[config.mk]
export PLATFORM = sky130hd
export DESIGN_NAME = rom_burst_arbiter
export DESIGN_NICKNAME = d
export VERILOG_FILES = /design/src/rtl/rom_arb_pkg.sv /design/src/rtl/rom_rr_arbiter.sv /design/src/rtl/rom_burst_arbiter.sv
export SDC_FILE = /design/constraint.sdc
export NUM_CORES = 1
export LEC_CHECK = 0
export ABC_AREA = 1
export BUFFER_PORTS_ARGS = -buffer_cell sky130_fd_sc_hd__buf_2
export CAP_MARGIN = 20
export CORE_UTILIZATION = 52
export CTS_BUF_LIST = sky130_fd_sc_hd__clkbuf_8
export DETAILED_ROUTE_END_ITERATION = 6
export GPL_ROUTABILITY_DRIVEN = 0
export PLACE_DENSITY_LB_ADDON = 0.08
export SLEW_MARGIN = 20
export SYNTH_ARGS = -nofsm -noshare
export SYNTH_HDL_FRONTEND = slang
export SYNTH_SLANG_ARGS = --single-unit
[constraint.sdc]
create_clock -name clk -period 1.5 [get_ports clk]
set_input_delay 0.075 -clock clk [delete_from_list [all_inputs] [get_ports clk]]
set_output_delay 0.075 -clock clk [all_outputs]
set_load 0.02 [all_outputs]
[src/rtl/rom_arb_pkg.sv]
// Shared types and default widths for the ROM burst arbiter.
package rom_arb_pkg;
  localparam int DEF_DATA_WIDTH = 8;
  localparam int DEF_ADDR_WIDTH = 3;

  typedef enum logic [1:0] {
    IDLE  = 2'd0,
    BURST = 2'd1,
    DONE  = 2'd2
  } state_t;
endpackage

[src/rtl/rom_rr_arbiter.sv]
// Two-way round-robin pick: returns the one-hot winner of req.
// On a tie, prio names the favoured requester.
module rom_rr_arbiter (
  input  logic [1:0] req,
  input  logic       prio,
  output logic [1:0] win
);

  // Winner selection; a lone request always wins
  always_comb begin
    win = 2'b00;
    case (req)
      2'b01:   win = 2'b01;
      2'b10:   win = 2'b10;
      2'b11:   win = prio ? 2'b10 : 2'b01;
      default: win = 2'b00;
    endcase
  end

endmodule

[src/rtl/rom_burst_arbiter.sv]
// Arbitrates two burst readers onto one asynchronous ROM and returns
// the words as a registered stream tagged with the owner id.
module rom_burst_arbiter
  import rom_arb_pkg::*;
#(
  parameter int DATA_WIDTH = DEF_DATA_WIDTH,
  parameter int ADDR_WIDTH = DEF_ADDR_WIDTH
) (
  input  logic                        clk,
  input  logic                        reset,
  input  logic [1:0]                  req,
  input  logic [2*ADDR_WIDTH-1:0]     start_addr,
  input  logic [2*(ADDR_WIDTH+1)-1:0] len,
  output logic [ADDR_WIDTH-1:0]       rom_addr,
  input  logic [DATA_WIDTH-1:0]       rom_q,
  output logic [1:0]                  gnt,
  output logic [DATA_WIDTH-1:0]       rd_data,
  output logic                        rd_valid,
  output logic                        rd_id,
  output logic [1:0]                  done
);

  localparam logic [ADDR_WIDTH:0]   DEPTH_C    = {1'b1, {ADDR_WIDTH{1'b0}}};
  localparam logic [ADDR_WIDTH:0]   CNT_ONE_C  = {{ADDR_WIDTH{1'b0}}, 1'b1};
  localparam logic [ADDR_WIDTH:0]   CNT_ZERO_C = {(ADDR_WIDTH+1){1'b0}};
  localparam logic [ADDR_WIDTH-1:0] ADDR_ONE_C = {{(ADDR_WIDTH-1){1'b0}}, 1'b1};

  state_t                  state_r;
  logic                    prio_r;
  logic                    owner_r;
  logic [ADDR_WIDTH-1:0]   addr_r;
  logic [ADDR_WIDTH:0]     cnt_r;
  logic [1:0]              gnt_r;
  logic [1:0]              done_r;
  logic [DATA_WIDTH-1:0]   rd_data_r;
  logic                    rd_valid_r;
  logic                    rd_id_r;

  logic [1:0]              win_s;
  logic [ADDR_WIDTH-1:0]   sel_addr_s;
  logic [ADDR_WIDTH:0]     sel_len_s;
  logic [ADDR_WIDTH:0]     len_clamp_s;

  rom_rr_arbiter u_rr (
    .req  (req),
    .prio (prio_r),
    .win  (win_s)
  );

  // Pick the winner's request fields and clamp the length to the ROM depth
  always_comb begin
    sel_addr_s  = start_addr[ADDR_WIDTH-1:0];
    sel_len_s   = len[ADDR_WIDTH:0];
    len_clamp_s = CNT_ZERO_C;
    if (win_s[1]) begin
      sel_addr_s = start_addr[ADDR_WIDTH +: ADDR_WIDTH];
      sel_len_s  = len[(ADDR_WIDTH+1) +: (ADDR_WIDTH+1)];
    end else begin
      sel_addr_s = start_addr[ADDR_WIDTH-1:0];
      sel_len_s  = len[ADDR_WIDTH:0];
    end
    if (sel_len_s > DEPTH_C) begin
      len_clamp_s = DEPTH_C;
    end else begin
      len_clamp_s = sel_len_s;
    end
  end

  // Burst FSM with all outputs registered
  always_ff @(posedge clk or posedge reset) begin
    if (reset) begin
      state_r    <= IDLE;
      prio_r     <= 1'b0;
      owner_r    <= 1'b0;
      addr_r     <= {ADDR_WIDTH{1'b0}};
      cnt_r      <= CNT_ZERO_C;
      gnt_r      <= 2'b00;
      done_r     <= 2'b00;
      rd_data_r  <= {DATA_WIDTH{1'b0}};
      rd_valid_r <= 1'b0;
      rd_id_r    <= 1'b0;
    end else begin
      rd_valid_r <= 1'b0;
      done_r     <= 2'b00;
      case (state_r)
        IDLE: begin
          if (|req) begin
            owner_r <= win_s[1];
            gnt_r   <= win_s;
            cnt_r   <= len_clamp_s;
            if (len_clamp_s == CNT_ZERO_C) begin
              // Empty burst: report completion without touching the ROM
              state_r <= DONE;
              done_r  <= win_s;
            end else begin
              state_r <= BURST;
              addr_r  <= sel_addr_s;
            end
          end else begin
            state_r <= IDLE;
          end
        end
        BURST: begin
          rd_data_r  <= rom_q;
          rd_valid_r <= 1'b1;
          rd_id_r    <= owner_r;
          cnt_r      <= cnt_r - CNT_ONE_C;
          if (cnt_r == CNT_ONE_C) begin
            state_r <= DONE;
            addr_r  <= {ADDR_WIDTH{1'b0}};
            done_r  <= {owner_r, ~owner_r};
          end else begin
            state_r <= BURST;
            addr_r  <= addr_r + ADDR_ONE_C;
          end
        end
        DONE: begin
          state_r <= IDLE;
          gnt_r   <= 2'b00;
          prio_r  <= ~owner_r;
        end
        default: begin
          state_r <= IDLE;
          gnt_r   <= 2'b00;
          addr_r  <= {ADDR_WIDTH{1'b0}};
        end
      endcase
    end
  end

  assign rom_addr = addr_r;
  assign gnt      = gnt_r;
  assign done     = done_r;
  assign rd_data  = rd_data_r;
  assign rd_valid = rd_valid_r;
  assign rd_id    = rd_id_r;

endmodule

# Yosys cells after proc, flatten, opt, wreduce, memory -nomap -nowiden
# Cells that the tools add are included.
# word_totals
register_bits,25
elab_cells,54
# op_classes
n_bitwise,3
n_reduce_logical,8
eq_ne,8
order_cmp,1
n_mux,22
n_addsub,2
# ops
cell,count
$mux W2,8
$mux W3,4
$mux W4,3
$pmux W2 S2,3
$pmux W3 S3,1
$pmux W4 S2,1
$eq A2 B2 Y1 const B,3
$pmux W2 S3,1
$reduce_and A2 Y1,3
$eq A2 B1 Y1 const B,2
$eq A4 B1 Y1 const B,1
$gt A4 B4 Y1 const B,1
$logic_not A4 Y1,1
$ne A2 B2 Y1 const B,2
$sub A4 B1 Y4 const B,1
$add A3 B1 Y3 const B,1
$not A1 Y1,3
$reduce_and A3 Y1,1
$logic_not A2 Y1,1
$reduce_bool A2 Y1,1
$reduce_or A2 Y1,1
$mux W1,1

# Depth between registers and ports, before layout
# Gate-level depths: netlist (run 1).
# depth
depth_word,9
mapped_depth,10
ltp_nobuf,10

# By module
# A second synthesis (run 1) with hierarchy kept.
# hier_totals
hier_cells,170
hier_area_um2,1318.8
# by_module_without_submodules
module,cells_each,area_each_um2,n_inst
rom_burst_arbiter,165,1298.7,1
rom_rr_arbiter,5,20.0,1

# Least setup slack after synthesis (run 1)
# Ideal clock, no wire load.
# synth_timing
kind,flip-flop to flip-flop
from,"register addr_r[0], in the netlist rom_addr[0]"
to,"register addr_r[2], in the netlist rom_addr[2]"
slack_ps,323
path_stages_with_launch,6
required_time_ps,1435
period_less_slack_ps,1177
setup_ps,65
t_arrival_ps,1112
path_cell_list,dfrtp_1 ha_1 xnor2_1 o21ai_0 nand4_1 nand2_1
# synth_via
elab_chain_len,3
# synth_lines
item,line_no,source
from (decl),rom_burst_arbiter.sv:31,logic [ADDR_WIDTH-1:0] addr_r;
from (signal assigned),rom_burst_arbiter.sv:75,addr_r <= {ADDR_WIDTH{1'b0}};
from (signal assigned),rom_burst_arbiter.sv:97,addr_r <= sel_addr_s;
from (signal assigned),rom_burst_arbiter.sv:110,addr_r <= {ADDR_WIDTH{1'b0}};
$add A3 B1 Y3,rom_burst_arbiter.sv:114,addr_r <= addr_r + ADDR_ONE_C;
$mux W3,rom_burst_arbiter.sv:108,if (cnt_r == CNT_ONE_C) begin
$pmux W3 S3,rom_burst_arbiter.sv:85,case (state_r)
# Every way passes these cells.
# A chain may end at the register's enable or synchronous reset.

# Worst setup path in the final report (run 1)
# layout_timing
from,register cnt_r[0]
to,"register addr_r[2], in the netlist rom_addr[2]"
# layout_via
elab_chain_len,3
# layout_lines
item,line_no,source
from (decl),rom_burst_arbiter.sv:32,logic [ADDR_WIDTH:0] cnt_r;
from (signal assigned),rom_burst_arbiter.sv:90,cnt_r <= len_clamp_s;
from (signal assigned),rom_burst_arbiter.sv:107,cnt_r <= cnt_r - CNT_ONE_C;
$eq A4 B1 Y1,rom_burst_arbiter.sv:108,
$mux W3,rom_burst_arbiter.sv:108,
$pmux W3 S3,rom_burst_arbiter.sv:85,
to (signal assigned),rom_burst_arbiter.sv:97,
to (signal assigned),rom_burst_arbiter.sv:110,
to (signal assigned),rom_burst_arbiter.sv:114,
# Every way passes these cells.

==> results of run 1 <==
[stage by stage]
step | hold WS (ps) | util | setup slack [ps] | instance area (um^2)
after floorplan | 102 | - | 323 | 1330
after global placement | 132 | 0.673 | 223 | 1560
after detailed placement | 144 | 0.673 | 200 | 1560
after CTS | 5.10 | 0.697 | 180 | 1620
after global routing | 1.30 | 0.697 | 11.3 | 1620
final | 3.77 | 0.697 | 152 | 1620
[power breakdown]
group | total, mW | switching (mW) | internal, mW
sequential | 1.20 | 0.205 | 0.994
combinational | 1.84 | 1.20 | 0.640
clock | 0.391 | 0.206 | 0.185
[cell usage in the layout, fill, tap and decap left out, types with 2 or more instances in the layout]
cell      count
a22oi_1       2
buf_4         2
nand3_1      14
buf_2        42
nor2_4        2
nand4_1       4
o22ai_1       4
dfrtp_1      25
inv_2         3
nor2_2        4
inv_1        18
nor2_1        2
nand2_2       8
o21ai_0      10
clkbuf_8      3
ha_1          3
nand2_1      53
nand2_4       2
[sequential cells by signal, indices dropped and copies added (netlist names), 2 cells and up]
name / cells
cnt_r: 4
done: 2
state_r: 2
gnt: 2
rom_addr: 3
rd_data: 8
[final timing paths]
kind | cells past startpoint | slack (ps) | to
worst min-delay path | 3 | 4 | rd_data[6]
worst max register to register | 6 | 150 | rom_addr[2]
worst max-delay path | 6 | 150 | rom_addr[2]
max in group asynchronous | 4 | 870 | prio_r
worst min register to register | 2 | 470 | rd_data[1]
min in group asynchronous | 4 | 390 | rd_data[4]
[what timing repair did]
item,CTS,global route
hold endpoints to repair,25,0
hold buffers,1,0
buffers inserted,0,0
[synth_stat cells]
master,number,area share
o21ai_0,10,0.038
nand2_4,2,0.017
nor2_1,2,0.0056
nand4_1,4,0.019
nand3_1,14,0.053
buf_4,1,0.0056
a22oi_1,2,0.011
o21ai_1,1,0.0038
o22ai_1,4,0.019
xnor2_1,1,0.0066
nand2_1,53,0.15
inv_2,3,0.0085
inv_1,18,0.051
nand2_2,8,0.038
ha_1,3,0.028
xor2_1,1,0.0066
a21oi_2,1,0.0066
nor2_2,4,0.019
nor2_4,2,0.017
nand3_2,1,0.0075
buf_6,2,0.017
a21oi_1,1,0.0038
dfrtp_1,25,0.47
[final cells by class]
type / count / area, um^2 / share of cell area
clock buffers: 3 / 41.3 / 0.0255
clock inverters: 1 / 5.00 / 0.00310
inverters: 21 / 78.8 / 0.0488
multi-input cells: 114 / 596 / 0.368
flip-flops and latches: 25 / 626 / 0.387
well taps: 28 / 35.0 / 0.0217
repair buffers: 45 / 235 / 0.146
[tightest hold or removal path, stage by stage]
cell,delay [ps]
buf_2,70
nand2_1,40
nand2_1,50
[per-layer routing]
metal  vias to the layer above  GRT usage
met5                         -          0
met4                         0     0.0921
met3                         6     0.0551
met2                        53      0.392
met1                       533      0.303
li1                        609          -
[cell families after synthesis]
| kind of cell | after synthesis |
|---|---|
| xor gates and xnor gates | 2 |
| DFF | 25 |
| AOI/OAI and AO/OA | 19 |
| adders and majority gates | 3 |
| and+or+nand+nor | 90 |
| buffers and inverters | 24 |
==> metrics.md, run 1 <==
| Metric | Value |
|---|---|
| Proportion of synthesized area in mux cells | `0` |
| Number of fillers in the final layout | `198` |
| Die H | `52.6 um` |
| Ordered list of cells on the worst path | `ha_1 > nand3_1 > nand2_2 > o21ai_0 > nand4_1 > nand2_1` |
| Cell area after synthesis | `1330 um^2` |
| Number of remaining DRC errors | `0` |
| Wire length on met1 | `1230 um` |
| Final non-filler cell total | `237` |
| Largest family of logic cells by synthesized area | `simple AND/OR/NAND/NOR gates` |
| Startpoint Class | `register` |
| Clock buffer depth | `2` |
| Hold Startpoint | `rom_q[6]` |
| Ant. Diodes | `0` |
| Syn Nets | `192` |
| Post-placement cell count | `232` |
| Met3 WL | `206 um` |
| Grt total ovfl | `0` |
| Synth Area in XOR/XNOR | `0.0132` |
| Initial antenna violation count | `0` |
| Clk root buf | `clkbuf_8` |
| Top Family by Delay on Critical Path | `simple AND/OR/NAND/NOR gates` |
| Status | `finished clean` |
| Max_cap viols | `0` |
| P_leak | `0.913 nW` |
| Post-synth cell types | `23` |
| Post-synthesis simple-gate area fraction | `0.325` |
| Port buffer count | `42` |
| Post-synthesis sequential area ratio | `0.470` |
| Highest Signal Layer | `met4` |
| Ports | `43` |
| Metal2 WL | `1370 um` |
| Pwr Total | `3.43 mW` |
| Clock Skew | `3.47 ps` |
| Die area | `2760 um^2` |
| First-pass GRT wire length | `4770 um` |
| Setup-failing EPs final | `0` |
| Post-DRT Antenna Nets | `0` |
| CP startpoint | `cnt_r[0]` |
| Mapped Cells | `163` |
| Critical path peak fanout | `3` |
| Largest net degree at the start of global routing | `26` |
| Horiz. Die Dim | `52.6 um` |
| Setup TNS | `0 ps` |
| Post-synthesis compound-gate area fraction | `0.0818` |
| Routed wire per std cell | `12.0 um` |
| Post-Route WL | `2840 um` |
| CORE AREA | `2320 um^2` |
| Layout area overhead | `21.5%` |
| Vias in the first global route | `1120` |
| Worst Tran Pin Value | `307 ps` |
| RSZ-0062 raised after global routing | `false` |
| F_max | `0.742 GHz` |
| Relative slew slack | `0.795` |
| TritonCTS Buffers | `3` |
| Vias | `1201` |
| Critical path type | `reg -> reg` |
| CP bufs+invs | `0` |
| CP arrival | `1550 ps` |
| CTS tree | `yes` |
| Period utilization | `0.899` |
| CP max stage cell | `dfrtp_1` |
| Adder-Cell Fraction of Synth Area | `0.0282` |
| Final Max Slew Viols | `0` |
| Drt initial violations | `43` |
| Worst Setup End Kind | `register` |
| Site row count | `17` |
| Min Tclk post-route | `1350 ps` |
| #FFs+latches synth | `25` |
| Ys Warns | `0` |
| VDD IR max | `1380 uV` |
| Largest stage delay, worst path | `390 ps` |
| Detailed Place HPWL | `2180 um` |
| Share of layout cells above drive strength 1 | `0.330` |
| Fin. Hold Viols | `0` |
| Worst R2R Start | `cnt_r[0]` |
| Nets@finish | `239` |
| Mapped Avg Cell Area | `8.16 um^2` |
| Clk sink count | `25` |
| Pwr dens | `2120 nW/um^2` |
| GRT Util Overall | `0.239` |
| H-tree Lvls | `1` |
| Worst hold path type | `in -> reg` |
| Gates resized, CTS repair | `0` |
| Initial Util | `0.574` |
| Clk slew on worst S/H paths | `90 ps` |
| First drt pass iteration count | `4` |
| Worst-Skew Late Latency | `260 ps` |
| Vias per cell | `5.07` |
| Critical Path RT | `1700 ps` |
Power figures use the tool's default switching activity.
==> run 2: changes to the inputs <==
--- a/config.mk
+++ b/config.mk
@@ -5,7 +5,6 @@
 export SDC_FILE = /design/constraint.sdc
 export NUM_CORES = 1
 export LEC_CHECK = 0
-export ABC_AREA = 1
 export BUFFER_PORTS_ARGS = -buffer_cell sky130_fd_sc_hd__buf_2
 export CAP_MARGIN = 20
 export CORE_UTILIZATION = 52
==> run 2 against run 1 <==
The run now ends with negative hold slack, negative setup slack left. Routed wire length up 42%. Synthesized cell count down 12%. Via count up 16%.
==> metrics.md, run 2 <==
| Metric | Value |
|---|---|
| Period utilization | `1.02 (+0.117)` |
| Drt initial violations | `50 (+16%)` |
| Most common cell after layout, fill and taps aside | `buf_2` |
| RSZ-0062 raised after global routing | `true` |
| Share of layout cells above drive strength 1 | `0.407 (+0.0764)` |
| Syn Nets | `173 (-9.9%)` |
| Clock Power Share | `0.114 (about the same)` |
| Worst Tran Pin Value | `592 ps (+285 ps)` |
| CP max stage cell | `dfrtp_1` |
| Top_reg_cell synth | `dfrtp_1` |
| Layout Utilization | `0.827 (+0.130)` |
| Clk root buf | `clkbuf_8` |
| NetSw | `1.66 mW (+3.0%)` |
| Comb pwr share | `0.547 (+0.011)` |
| CP bufs+invs | `0 (unchanged)` |
| Number of remaining DRC errors | `0 (unchanged)` |
| Site row count | `17 (unchanged)` |
| Post-Route WL | `4030 um (+42%)` |
| Setup TNS | `-22.9 ps (-22.9 ps)` |
| VDD IR max | `1650 uV (+19%)` |
| Critical path peak fanout | `7 (+4)` |
| GRT Util Overall | `0.299 (+0.0595)` |
| Routed wire per std cell | `16.6 um (+39%)` |
| Grt total ovfl | `0 (unchanged)` |
| TritonCTS Buffers | `3 (unchanged)` |
| Synth area leaders | `dfrtp_1 47%, nand2_1 9.0%, ha_1 2.8%` |
| Seq pwr share | `0.338 (-0.012)` |
| Layout area overhead | `43.7%` |
| Mapped Avg Cell Area | `9.26 um^2 (+14%)` |
| Hold_ws | `-1.42 ps (-5.19 ps)` |
| P_leak | `0.949 nW (+3.9%)` |
| Largest stage delay, worst path | `370 ps (-20 ps)` |
| Initial Util | `0.575 (+0.00162)` |
| Post-DP Area | `1710 um^2 (+9.7%)` |
| Critical Path RT | `1660 ps (-40 ps)` |
| Pwr dens | `1930 nW/um^2 (-8.9%)` |
| Post-synth cell types | `47 (+100%)` |
| Nets@finish | `244 (+2.1%)` |
| Post-synth ARST share | `1.00 (unchanged)` |
| F_max | `0.657 GHz (-11%)` |
| Max_cap viols | `0 (unchanged)` |
| Setup-failing EPs final | `1 (+1)` |
| Critical path type | `reg -> reg` |
| CORE AREA | `2320 um^2 (unchanged)` |
| Max reg flops | `8 (unchanged)` |
| Yosys top cell area share | `0.469 (-0.00132)` |
| Clk sink count | `25 (unchanged)` |
| Ordered list of cells on the worst path | `nand2b_4 > nand2_8 > mux2i_4 > nor4b_2 > or3_1` |
| Most frequent cells in the layout | `42 x buf_2, 32 x nand2_1, 24 x dfrtp_1` |
| Post-DRT Antenna Nets | `0 (unchanged)` |
| Worst hold path type | `in -> reg` |
| Clk slew on worst S/H paths | `100 ps (about the same)` |
| Post-synthesis sequential area ratio | `0.469 (-0.00132)` |
| #FFs+latches synth | `25 (unchanged)` |
| Detailed Place HPWL | `2690 um (+23%)` |
| Top Family by Delay on Critical Path | `simple AND/OR/NAND/NOR gates` |
| Vias per cell | `5.77 (+14%)` |
| Vias | `1397 (+16%)` |
| Commonest cells post-synth | `32 x nand2_1, 25 x dfrtp_1, 8 x nor2_1` |
| H-tree Lvls | `1 (unchanged)` |
| Initial antenna violation count | `0 (unchanged)` |
| Port buffer count | `42 (unchanged)` |
| Worst Setup End Kind | `register` |
| Ys Warns | `0 (unchanged)` |
| Ant. Diodes | `0 (unchanged)` |
| Relative slew slack | `0.605 (-0.190)` |
| Status | `complete, but fails checks` |
| First drt pass iteration count | `4 (unchanged)` |
| Failing checks | `negative hold slack, negative setup slack` |
| Final setup margin | `-22.9 ps (-175 ps)` |
| Switching Fraction | `0.447 (-0.0218)` |
| Fin. Hold Viols | `2 (+2)` |
| Horiz. Die Dim | `52.6 um (+0.13%)` |
| Worst-Skew Late Latency | `280 ps (+20 ps)` |
| Die H | `52.6 um (+0.13%)` |
| Pint | `2.05 mW (+12%)` |
| Startpoint Class | `register` |
| Largest net degree at the start of global routing | `16 (-38%)` |
| Min Tclk post-route | `1520 ps (+175 ps)` |
| Place WS | `-16.8 ps (-217 ps)` |
| CP arrival | `1680 ps (+130 ps)` |
| Most frequent cell after synthesis | `nand2_1` |
| Mapped Cells | `144 (-12%)` |
| Clock buffer depth | `2 (unchanged)` |
| Clock Skew | `5.17 ps (+1.70 ps)` |
| Post-synth EDFFs | `0 (unchanged)` |
| Final Max Slew Viols | `0 (unchanged)` |
| Number of fillers in the final layout | `139 (-30%)` |
| Cell taking the most area after synthesis | `dfrtp_1` |
| Cell area after synthesis | `1330 um^2 (+0.28%)` |
| Die area | `2770 um^2 (+0.27%)` |
| Vias in the first global route | `1320 (+18%)` |
| CTS tree | `yes` |
| First-pass GRT wire length | `5860 um (+23%)` |
| Final Cell Area | `1920 um^2 (+19%)` |
| Ports | `43 (unchanged)` |
-- run 2: cell count changes in the layout (fill, tap and decap cells not counted), sizes merged, moves of 4 or more --
cell	before	now
nand3	15	2
a21oi	2	6
dlygate4sd3	1	7
inv	21	7
buf	44	64
nand2	63	34
o21ai	11	5
nor3	0	4
nand2b	0	6
-- run 2: worst min-delay path: stages --
cell and delay (ps):
buf_2 70, nand2_1 40, nand2_1 50
-- run 2: worst paths after layout --
kind | startpoint | endpoint | slack, ps | cells after the start
max | prio_r | rom_addr[0] | -20 | 5
min | rom_q[1] | rd_data[1] | -1 | 3
max reg2reg | prio_r | rom_addr[0] | -20 | 5
min in group asynchronous | reset | cnt_r[2] | 410 | 3
max in group asynchronous | reset | state_r[1] | 590 | 4
min reg2reg | rd_data[4] | rd_data[4] | 480 | 2
-- run 2: routing by layer --
| layer | vias up | share of wire | GRT usage |
|---|---|---|---|
| li1 | 645 | - | - |
| met1 | 673 | 0.41 | 0.367 |
| met2 | 65 | 0.51 | 0.513 |
| met3 | 14 | 0.051 | 0.0435 |
| met4 | 0 | 0.024 | 0.136 |
| met5 | - | 0 | 0 |
-- run 2: power groups by stage --
stage | clock [mW] | combinational, mW | sequential [mW]
after floorplan | 0 | 0.911 | 1.45
after global placement | 0 | 1.76 | 1.21
after detailed placement | 0 | 1.84 | 1.23
after CTS | 0.421 | 1.89 | 1.23
after global routing | 0.464 | 2.19 | 1.28
final | 0.423 | 2.03 | 1.25
-- run 2: layout make-up --
type | instances | area (um^2) | area share
inverter | 7 | 26.3 | 0.0137
clock inverter | 1 | 7.51 | 0.00392
timing repair buffer | 71 | 458 | 0.239
multi-input combinational | 107 | 722 | 0.377
tap | 28 | 35.0 | 0.0183
sequential | 25 | 627 | 0.327
clock buffer | 3 | 41.3 | 0.0215
-- run 2: logic make-up after synthesis --
family | share of synthesized area
DFF | 0.469
xor gates and xnor gates | 0.00657
and+or+nand+nor | 0.281
AOI/OAI and AO/OA | 0.144
buffers and inverters | 0.0357
adders and majority gates | 0.0281
muxes | 0.0347
-- run 2: per-stage QoR --
stage	hold WS, ps	power [mW]	instances
6_report	-1.42	3.70	242
5_1_grt	12.7	3.94	242
4_1_cts	3.79	3.54	238
3_5_place_dp	146	3.07	226
3_3_place_gp	132	2.97	226
2_1_floorplan	102	2.36	144
-- run 2: what timing repair did --
action | 4_1_cts | 5_1_grt
gates resized for setup | 3 | 7
setup buffers | 1 | 4
endpoints found under the setup margin | 3 | 4
hold buffers | 7 | 0
pin swaps | 1 | 5
hold endpoints to repair | 17 | 0
